--- src/rtl/accumulator_mc_if.sv ---
// Board-side bundle for accumulator_mc: button, operand and control inputs,
// plus the snapshot, overflow and done outputs.
interface accumulator_mc_if #(
    parameter int Word_Length = 8,
    parameter int CHANNELS    = 4
);
    localparam int CW = (CHANNELS > 1) ? $clog2(CHANNELS) : 1;

    logic                   n_enable;
    logic                   sub;
    logic                   clear;
    logic [CW-1:0]          ch_sel;
    logic                   read;
    logic [Word_Length-1:0] Data_Input;
    logic [Word_Length-1:0] Data_Output;
    logic [CW-1:0]          out_ch;
    logic [CHANNELS-1:0]    ovf;
    logic                   acc_done;

    modport master (
        output n_enable, sub, clear, ch_sel, read, Data_Input,
        input  Data_Output, out_ch, ovf, acc_done
    );

    modport slave (
        input  n_enable, sub, clear, ch_sel, read, Data_Input,
        output Data_Output, out_ch, ovf, acc_done
    );
endinterface

--- src/rtl/accumulator_mc.sv ---
// Multi-channel add/subtract accumulator with sticky overflow flags,
// driven by a synchronized, debounced, one-shot active-low button.
module accumulator_mc #(
    parameter int Word_Length     = 8,
    parameter int CHANNELS        = 4,
    parameter int DEBOUNCE_CYCLES = 16,
    parameter bit SATURATE        = 1'b1
) (
    input logic             clk,
    input logic             n_rst,
    accumulator_mc_if.slave bus
);
    localparam int CW = (CHANNELS > 1) ? $clog2(CHANNELS) : 1;
    localparam int NW = (DEBOUNCE_CYCLES > 1) ? $clog2(DEBOUNCE_CYCLES) : 1;
    localparam logic [NW-1:0] CNT_MAX = NW'(DEBOUNCE_CYCLES - 1);

    typedef enum logic [1:0] {
        IDLE,
        ARM_PRESS,
        PRESSED,
        ARM_RELEASE
    } state_t;

    state_t                 state;
    state_t                 state_nx;
    logic [NW-1:0]          cnt;
    logic [NW-1:0]          cnt_nx;
    logic                   sync1;
    logic                   sync2;
    logic                   one_shot;

    logic [Word_Length-1:0] acc [CHANNELS];
    logic [CHANNELS-1:0]    ovf_q;
    logic [Word_Length-1:0] dout_q;
    logic [CW-1:0]          och_q;
    logic                   done_q;

    logic [Word_Length-1:0] cur;
    logic                   sel_ok;
    logic [Word_Length:0]   sum;
    logic [Word_Length:0]   diff;
    logic [Word_Length-1:0] res;
    logic                   flow;

    // Both flops idle at 1 so reset looks like a released button.
    always_ff @(posedge clk or negedge n_rst) begin
        if (!n_rst) begin
            sync1 <= 1'b1;
            sync2 <= 1'b1;
        end else begin
            sync1 <= bus.n_enable;
            sync2 <= sync1;
        end
    end

    always_ff @(posedge clk or negedge n_rst) begin
        if (!n_rst) begin
            state <= IDLE;
            cnt   <= '0;
        end else begin
            state <= state_nx;
            cnt   <= cnt_nx;
        end
    end

    always_comb begin
        state_nx = state;
        cnt_nx   = cnt;
        one_shot = 1'b0;
        unique case (state)
            IDLE: begin
                if (!sync2) begin
                    state_nx = ARM_PRESS;
                    cnt_nx   = '0;
                end
            end
            ARM_PRESS: begin
                if (sync2) begin
                    state_nx = IDLE;
                    cnt_nx   = '0;
                end else if (cnt == CNT_MAX) begin
                    state_nx = PRESSED;
                    cnt_nx   = '0;
                    one_shot = 1'b1;
                end else begin
                    cnt_nx = cnt + 1'b1;
                end
            end
            PRESSED: begin
                if (sync2) begin
                    state_nx = ARM_RELEASE;
                    cnt_nx   = '0;
                end
            end
            ARM_RELEASE: begin
                if (!sync2) begin
                    state_nx = PRESSED;
                    cnt_nx   = '0;
                end else if (cnt == CNT_MAX) begin
                    state_nx = IDLE;
                    cnt_nx   = '0;
                end else begin
                    cnt_nx = cnt + 1'b1;
                end
            end
            default: begin
                state_nx = IDLE;
                cnt_nx   = '0;
            end
        endcase
    end

    // Out-of-range ch_sel selects nothing and reads as zero.
    always_comb begin
        cur    = '0;
        sel_ok = 1'b0;
        for (int i = 0; i < CHANNELS; i++) begin
            if (bus.ch_sel == CW'(i)) begin
                cur    = acc[i];
                sel_ok = 1'b1;
            end
        end
    end

    always_comb begin
        sum  = {1'b0, cur} + {1'b0, bus.Data_Input};
        diff = {1'b0, cur} - {1'b0, bus.Data_Input};
        if (bus.sub) begin
            flow = diff[Word_Length];
            res  = (flow && SATURATE) ? '0 : diff[Word_Length-1:0];
        end else begin
            flow = sum[Word_Length];
            res  = (flow && SATURATE) ? '1 : sum[Word_Length-1:0];
        end
    end

    always_ff @(posedge clk or negedge n_rst) begin
        if (!n_rst) begin
            for (int i = 0; i < CHANNELS; i++) begin
                acc[i] <= '0;
            end
            ovf_q <= '0;
        end else begin
            for (int i = 0; i < CHANNELS; i++) begin
                if (bus.ch_sel == CW'(i)) begin
                    if (bus.clear) begin
                        acc[i]   <= '0;
                        ovf_q[i] <= 1'b0;
                    end else if (one_shot) begin
                        acc[i] <= res;
                        if (flow) begin
                            ovf_q[i] <= 1'b1;
                        end
                    end
                end
            end
        end
    end

    always_ff @(posedge clk or negedge n_rst) begin
        if (!n_rst) begin
            dout_q <= '0;
            och_q  <= '0;
            done_q <= 1'b0;
        end else begin
            if (bus.read) begin
                dout_q <= cur;
                och_q  <= bus.ch_sel;
            end
            done_q <= one_shot && sel_ok && !bus.clear;
        end
    end

    assign bus.Data_Output = dout_q;
    assign bus.out_ch      = och_q;
    assign bus.ovf         = ovf_q;
    assign bus.acc_done    = done_q;
endmodule

--- src/flat_wrapper.sv ---
// flat-port wrapper written by rule: the top's interface ports become plain ports
module accumulator_mc_flat 
#(
    parameter int Word_Length     = 8,
    parameter int CHANNELS        = 4,
    parameter int DEBOUNCE_CYCLES = 16,
    parameter bit SATURATE        = 1'b1
)
  (clk, n_rst, bus_n_enable, bus_sub, bus_clear, bus_ch_sel, bus_read, bus_Data_Input, bus_Data_Output, bus_out_ch, bus_ovf, bus_acc_done);
  accumulator_mc_if #(.Word_Length(Word_Length), .CHANNELS(CHANNELS)) bus_i ();
  input logic clk;
  input logic n_rst;
  input wire logic [$bits(bus_i.n_enable)-1:0] bus_n_enable;
  input wire logic [$bits(bus_i.sub)-1:0] bus_sub;
  input wire logic [$bits(bus_i.clear)-1:0] bus_clear;
  input wire logic [$bits(bus_i.ch_sel)-1:0] bus_ch_sel;
  input wire logic [$bits(bus_i.read)-1:0] bus_read;
  input wire logic [$bits(bus_i.Data_Input)-1:0] bus_Data_Input;
  output wire logic [$bits(bus_i.Data_Output)-1:0] bus_Data_Output;
  output wire logic [$bits(bus_i.out_ch)-1:0] bus_out_ch;
  output wire logic [$bits(bus_i.ovf)-1:0] bus_ovf;
  output wire logic [$bits(bus_i.acc_done)-1:0] bus_acc_done;
  assign bus_i.n_enable = bus_n_enable;
  assign bus_i.sub = bus_sub;
  assign bus_i.clear = bus_clear;
  assign bus_i.ch_sel = bus_ch_sel;
  assign bus_i.read = bus_read;
  assign bus_i.Data_Input = bus_Data_Input;
  assign bus_Data_Output = bus_i.Data_Output;
  assign bus_out_ch = bus_i.out_ch;
  assign bus_ovf = bus_i.ovf;
  assign bus_acc_done = bus_i.acc_done;
  accumulator_mc #(.Word_Length(Word_Length), .CHANNELS(CHANNELS), .DEBOUNCE_CYCLES(DEBOUNCE_CYCLES), .SATURATE(SATURATE)) u_core (.clk(clk), .n_rst(n_rst), .bus(bus_i));
endmodule
--- config.mk ---
export PLATFORM = sky130hd
export DESIGN_NAME = accumulator_mc_flat
export DESIGN_NICKNAME = d
export VERILOG_FILES = /design/src/rtl/accumulator_mc_if.sv /design/src/rtl/accumulator_mc.sv /design/src/flat_wrapper.sv
export SDC_FILE = /design/constraint.sdc
export NUM_CORES = 1
export LEC_CHECK = 0
export ABC_CLOCK_PERIOD_IN_PS = 2800
export CAP_MARGIN = 20
export CELL_PAD_IN_SITES_DETAIL_PLACEMENT = 1
export CELL_PAD_IN_SITES_GLOBAL_PLACEMENT = 2
export CORE_MARGIN = 8
export CORE_UTILIZATION = 35
export CTS_BUF_LIST = sky130_fd_sc_hd__clkbuf_8
export DETAILED_ROUTE_END_ITERATION = 10
export PLACE_DENSITY = 0.84
export SLEW_MARGIN = 0
export SYNTH_ARGS = -nofsm -noshare
export SYNTH_HDL_FRONTEND = slang
export SYNTH_SLANG_ARGS = --single-unit
--- constraint.sdc ---
create_clock -name clk -period 2.8 [get_ports clk]
set_input_delay 0.7 -clock clk [delete_from_list [all_inputs] [get_ports clk]]
set_output_delay 0.7 -clock clk [all_outputs]
set_load 0.05 [all_outputs]
=== Yosys cells after proc, flatten, opt, wreduce, memory -nomap -nowiden ===
Cells that the tools add are included.

* Logic and storage cells: 79
* Flip-flop bits (word level): 55
* Output and inout port bits: 15
* Input bits: 16

* Eq/ne operators: 11
* Reduce and logical (&&, ||, !) cells: 17
* $add $sub $neg: 3
* Multiplexer cells: 33

{| class="wikitable"
|+ Operator list
! kind !! count
|-
| 8-bit two-way mux || 9
|-
| 4-bit two-way mux || 5
|-
| 4-bit one-hot mux with 4 select lines || 1
|-
| 2-bit two-way mux || 6
|-
| 3-bit AND reduction || 4
|-
| 1-bit two-way mux || 11
|-
| 2-bit AND reduction || 5
|-
| 8-bit by 8-bit adder with 9-bit output || 1
|-
| 8-bit by 8-bit subtractor with 9-bit output || 1
|-
| 2-bit equality test (second input constant) || 4
|-
| 2-bit one-hot mux with 4 select lines || 1
|-
| 4-bit by 1-bit adder with 4-bit output (second input constant) || 1
|-
| 2-bit by 1-bit equality test with 1-bit output (second input constant) || 2
|-
| 4-bit equality test (second input constant) || 1
|-
| 2-bit logical NOT || 2
|-
| 4-bit AND reduction || 1
|-
| 2-bit nonzero test || 2
|-
| 3-bit by 1-bit inequality test with 1-bit output (second input constant) || 1
|-
| 3-bit inequality test (second input constant) || 1
|-
| 1-bit logical AND || 2
|-
| 2-bit by 1-bit inequality test with 1-bit output (second input constant) || 1
|-
| 2-bit inequality test (second input constant) || 1
|-
| 1-bit logical NOT || 1
|}

=== Logic depth before layout (Yosys ltp) ===
Gate-level depths: netlist of the first run.

* Depth in word-level cells: 10
* Depth in mapped cells: 12
* Depth with buffers taken out: 10

=== Worst setup path after synthesis of the first run ===
Ideal clock, no wire load.

* Path type: input -> register
* Start point: input port bus_ch_sel[0]
* End point: register u_core.acc[20] in the netlist's numbering
* Path buffers: 3
* Setup time: 65 ps
* Cell stages on the path: 11
* Setup slack: -763 ps
* Arrival: 3,498 ps
* Cell sequence: clkbuf_1 -> buf_2 -> mux4_2 -> ha_1 -> buf_4 -> o211a_1 -> o31ai_2 -> a32o_2 -> o31a_1 -> a311oi_2 -> mux2_2

* Longest elaborated chain between the ends: 10

{| class="wikitable"
|+ RTL lines
! element !! line !! text
|-
| start: declaration || flat_wrapper.sv:16 || <nowiki>input wire logic [$bits(bus_i.ch_sel)-1:0] bus_ch_sel;</nowiki>
|-
| 2-bit logical NOT || accumulator_mc.sv:118 || <nowiki>if (bus.ch_sel == CW'(i)) begin</nowiki>
|-
| 8-bit two-way mux (3 in a row) || accumulator_mc.sv:118 ||
|-
| 8-bit two-way mux (*) || accumulator_mc.sv:118 ||
|-
| via u_core.cur[4] || accumulator_mc.sv:38 || <nowiki>logic [Word_Length-1:0] cur;</nowiki>
|-
| 8-bit by 8-bit adder with 9-bit output or 8-bit by 8-bit subtractor with 9-bit output (tied branches) || accumulator_mc.sv:126, accumulator_mc.sv:127 ||
|-
| 8-bit two-way mux (on tied branches) || accumulator_mc.sv:133, accumulator_mc.sv:130 ||
|-
| 8-bit two-way mux (*) || accumulator_mc.sv:128 || <nowiki>if (bus.sub) begin</nowiki>
|-
| 8-bit two-way mux (*) || accumulator_mc.sv:149 || <nowiki>end else if (one_shot) begin</nowiki>
|-
| 8-bit two-way mux (*) || accumulator_mc.sv:146 || <nowiki>if (bus.clear) begin</nowiki>
|-
| end signal: indexed assignment || accumulator_mc.sv:150 || <nowiki>acc[i] <= res;</nowiki>
|-
| end: declaration || accumulator_mc.sv:32 || <nowiki>logic [Word_Length-1:0] acc [CHANNELS];</nowiki>
|}

Mark *: on every way through the listed nets, which the timed path passes. The rest lies on a longest branch. The select of a mux whose other input is x is not followed.
A chain may end at the register's enable or synchronous reset.

=== Worst setup path in the final report of the first run ===
* Start point: input port bus_ch_sel[0]
* End point: register u_core.acc[12] in the netlist's numbering

Same word-level chain as after synthesis.

==> results.json, run 1 <==
{
  "status": "complete, but fails checks",
  "violations": "negative setup slack",
  "clk_pin_slew_worst_paths_ps": 100,
  "required_ps": 3050,
  "worst_r2r_endpoint": "u_core.acc[14]",
  "synthArstFlopShare_pct": 100.0,
  "dp_hpwl_um": 7225,
  "die_y_um": 112.6,
  "n_antenna_cell": 0,
  "fin_util_pct": 54.48,
  "critPathMaxStageDelay_ps": 530,
  "syn_to_final_growth_pct": 52.74,
  "cts.sinks": 55,
  "yosysWarningCount": 0,
  "worst_pin_slew_ps": 682.4,
  "grt_max_degree": 56,
  "num_io_pins": 31,
  "finalWeightedCongestion": 0.8125,
  "drv_slew": 0,
  "cts_buffer_depth": 2,
  "grt_pass1_wl_um": 17730,
  "grtUsageTotal_pct": 17.58,
  "syn_area_per_cell_um2": 10.56,
  "portBuffers": 30,
  "cts.hold.buffers_added": 0,
  "r2r_setup_slack_ps": -140,
  "skew_ps": 7.956,
  "drive_gt1_share_pct": 47.23,
  "critical-path-top-delay-family": "compound AO/OA/AOI/OAI gates",
  "whs_endpoint": "u_core.sync2",
  "vias": 2970,
  "fmax_ghz": 0.3163,
  "hold_depth": 0,
  "overflow": 0,
  "rows": 35,
  "min_period_ps": 3162,
  "die_w_um": 112.6,
  "rsz0062_at_grt": "yes",
  "place_area_um2": 4143,
  "yosysSeqAreaShare_pct": 42.24,
  "drt_first_iter_violations": 117,
  "crit_chain": "buf_12 > buf_12 > mux4_2 > inv_2 > ha_4 > fa_2 > and2b_2 > o21a_1 > o21a_1 > o31a_1 > a311oi_4 > mux2_4",
  "core_um2": 9153,
  "drc": 0,
  "cts_root_buffer": "clkbuf_8",
  "postSynthCellCount": 309,
  "setup_slack_ps": -361.9,
  "critPathArrivalTime_ps": 3410,
  "cts_tree": "yes",
  "nNetsFinal": 449,
  "wire_per_inst_um": 22.30,
  "synth_flop_cell": "dfrtp_1",
  "ir_worst_vdd_uv": 316.3,
  "max_cap_violations": 0,
  "grt_pass1_vias": 3333,
  "die_area_um2": 12670,
  "drtAntennaViolNets": 0,
  "r2r_start": "u_core.acc[13]",
  "fin_crit_sh_pct": 112.9,
  "fin_cells": 526,
  "cp_slowest_cell": "mux4_2",
  "netlist_area_um2": 3264,
  "whs_ps": 364.2,
  "synth_edf_count": 0,
  "p_leak_nw": 2.207,
  "grt_antenna_before_repair": 0,
  "path_class": "input port to flop",
  "p_total_mw": 3.195,
  "wl_um": 11730,
  "dp_cells": 486,
  "cp_num_buf_inv": 3,
  "htree_levels": 2,
  "synth_nets": 344,
  "min-delay-path-class": "flop to flop",
  "r2r_cells": 9,
  "synth.distinct_cells": 58,
  "yosys_register_bits": 55,
  "path_max_fanout": 5,
  "setup_viol": 36,
  "finalHoldViolations": 0,
  "crit_path_start": "bus_ch_sel[0]",
  "viasPerCell": 5.646,
  "numCtsBuffers": 5,
  "powerDensity_nw_per_um2": 640.8,
  "post-route-cell-area_um2": 4986,
  "hp-start": "u_core.sync1",
  "start_util_pct": 35.67,
  "max-slew-margin-rel_pct": 54.35,
  "startpoint_type": "input port",
  "first_pass_iters": 4,
  "clock_latency_ps": 310,
  "endpoint_kind": "flop"
}
## cells by family after synthesis
group                    Yosys count  synth area share [%]
adder cells (fa/ha/maj)           19                 7.742
AO/OA/AOI/OAI                     84                 18.28
AND/OR/NAND/NOR                   79                 12.34
flip-flops                        55                 42.24
buffers and inverters             38                 5.213
XOR/XNOR                           4                 1.073
multiplexers                      30                 13.11
## power by group
part           internal [mW]  total, mW  switching [mW]
clock                  0.290      0.545           0.256
combinational          0.771       1.64           0.864
sequential             0.928       1.01          0.0859
## cell usage in the layout (no fill, tap or decap), types with 5 or more instances in the layout
cell and count:
dfrtp_1 53, o21ai_2 7, inv_1 21, mux2_4 11, nand2_1 25, a21oi_1 8
mux4_2 8, ha_1 7, clkbuf_8 6, nor2_1 14, o21ai_1 6, a21oi_2 6
ha_4 8, o21ai_0 9, buf_6 10, mux2_2 11, buf_4 69, clkdlybuf4s50_1 27
a32o_1 8, nor3_1 5
## per-layer routing
| metal | GRT usage, % | up-vias | wire length (um) |
|---|---|---|---|
| li1 | - | 1331 | - |
| met5 | 0 | - | 0 |
| met1 | 20.98 | 1543 | 4802 |
| met3 | 2.630 | 28 | 288 |
| met4 | 6.115 | 0 | 344 |
| met2 | 31.32 | 68 | 6295 |
## stage by stage
stage          setup slack (ps)  setup TNS (ps)
2_1_floorplan            -373.2           -7670
3_3_place_gp              -1031          -34780
3_5_place_dp              -1126          -36540
4_1_cts                  -458.5           -8863
5_1_grt                  -427.3          -10240
6_report                 -361.9           -8546
## layout make-up
type / instances / area [um2]
inverter: 22 / 82.58
timing repair buffer: 114 / 1023
multi-input combinational: 216 / 2245
clock buffer: 6 / 82.58
clock inverter: 2 / 35.03
sequential: 55 / 1379
fill: 958 / 4167
tap: 111 / 138.9
## state kept, by name, summed over array words and instances (netlist names), named ones only
signal                  flops
u_core.bus.out_ch           2
u_core.bus.acc_done         1
u_core.cnt                  4
u_core.sync1                1
u_core.bus.Data_Output      8
u_core.sync2                1
u_core.state                1
u_core.acc                 32
u_core.bus.ovf              4
## worst max path at each step
stage	end	slack, ps	depth (start not counted)
floorplan	u_core.acc[12]	-370	11
global placement	u_core.acc[6]	-1030	11
detailed placement	u_core.acc[30]	-1130	10
CTS	u_core.acc[12]	-460	13
global route	u_core.acc[12]	-430	12
finish	u_core.acc[12]	-360	12
## repair_timing
action,CTS,global route
gates resized for setup,72,44
pin swaps,25,24
buffers inserted,23,15
setup endpoints to repair,36,36
## worst register-to-register path: stages, from the launching register on
cell	delay [ps]
dfrtp_1	410
mux4_2	560
ha_4	270
buf_4	140
nor4_4	400
o31ai_4	140
and3_4	220
a221o_1	360
a21oi_4	210
mux2_2	180
## cell usage after synthesis (all sizes together), types with 2 or more instances
master / number / area share (%)
clkbuf: 8 / 0.92
nor4: 2 / 0.57
o21ai: 23 / 3.5
dfrtp: 53 / 41
mux4: 8 / 5.5
nand3b: 2 / 0.46
buf: 8 / 1.8
a31oi: 4 / 0.77
nand3: 4 / 0.61
nor3: 7 / 1.1
nand2b: 2 / 0.38
dfstp: 2 / 1.6
nor2: 15 / 1.7
fa: 2 / 1.2
nor2b: 3 / 0.57
and2b: 3 / 0.69
mux2: 22 / 7.6
a21oi: 18 / 2.9
a32o: 9 / 2.8
ha: 17 / 6.5
or2: 3 / 0.57
inv: 22 / 2.5
o31a: 3 / 0.81
or3: 2 / 0.38
o22ai: 3 / 0.57
and3: 2 / 0.38
o31ai: 2 / 0.61
xnor2: 3 / 0.81
o41ai: 5 / 1.3
nor3b: 2 / 0.61
o21a: 5 / 1.1
nand2: 27 / 3.1
Note: power is estimated with default switching activity, not from simulation.
==> run 2, diff against run 1 <==
--- a/config.mk
+++ b/config.mk
@@ -12,6 +12,7 @@
 export CORE_MARGIN = 8
 export CORE_UTILIZATION = 35
 export CTS_BUF_LIST = sky130_fd_sc_hd__clkbuf_8
+export CTS_CLUSTER_SIZE = 8
 export DETAILED_ROUTE_END_ITERATION = 10
 export PLACE_DENSITY = 0.84
 export SLEW_MARGIN = 0
==> results of run 2 <==
The final DEF is identical to that of run 1; final timing and power are the same.
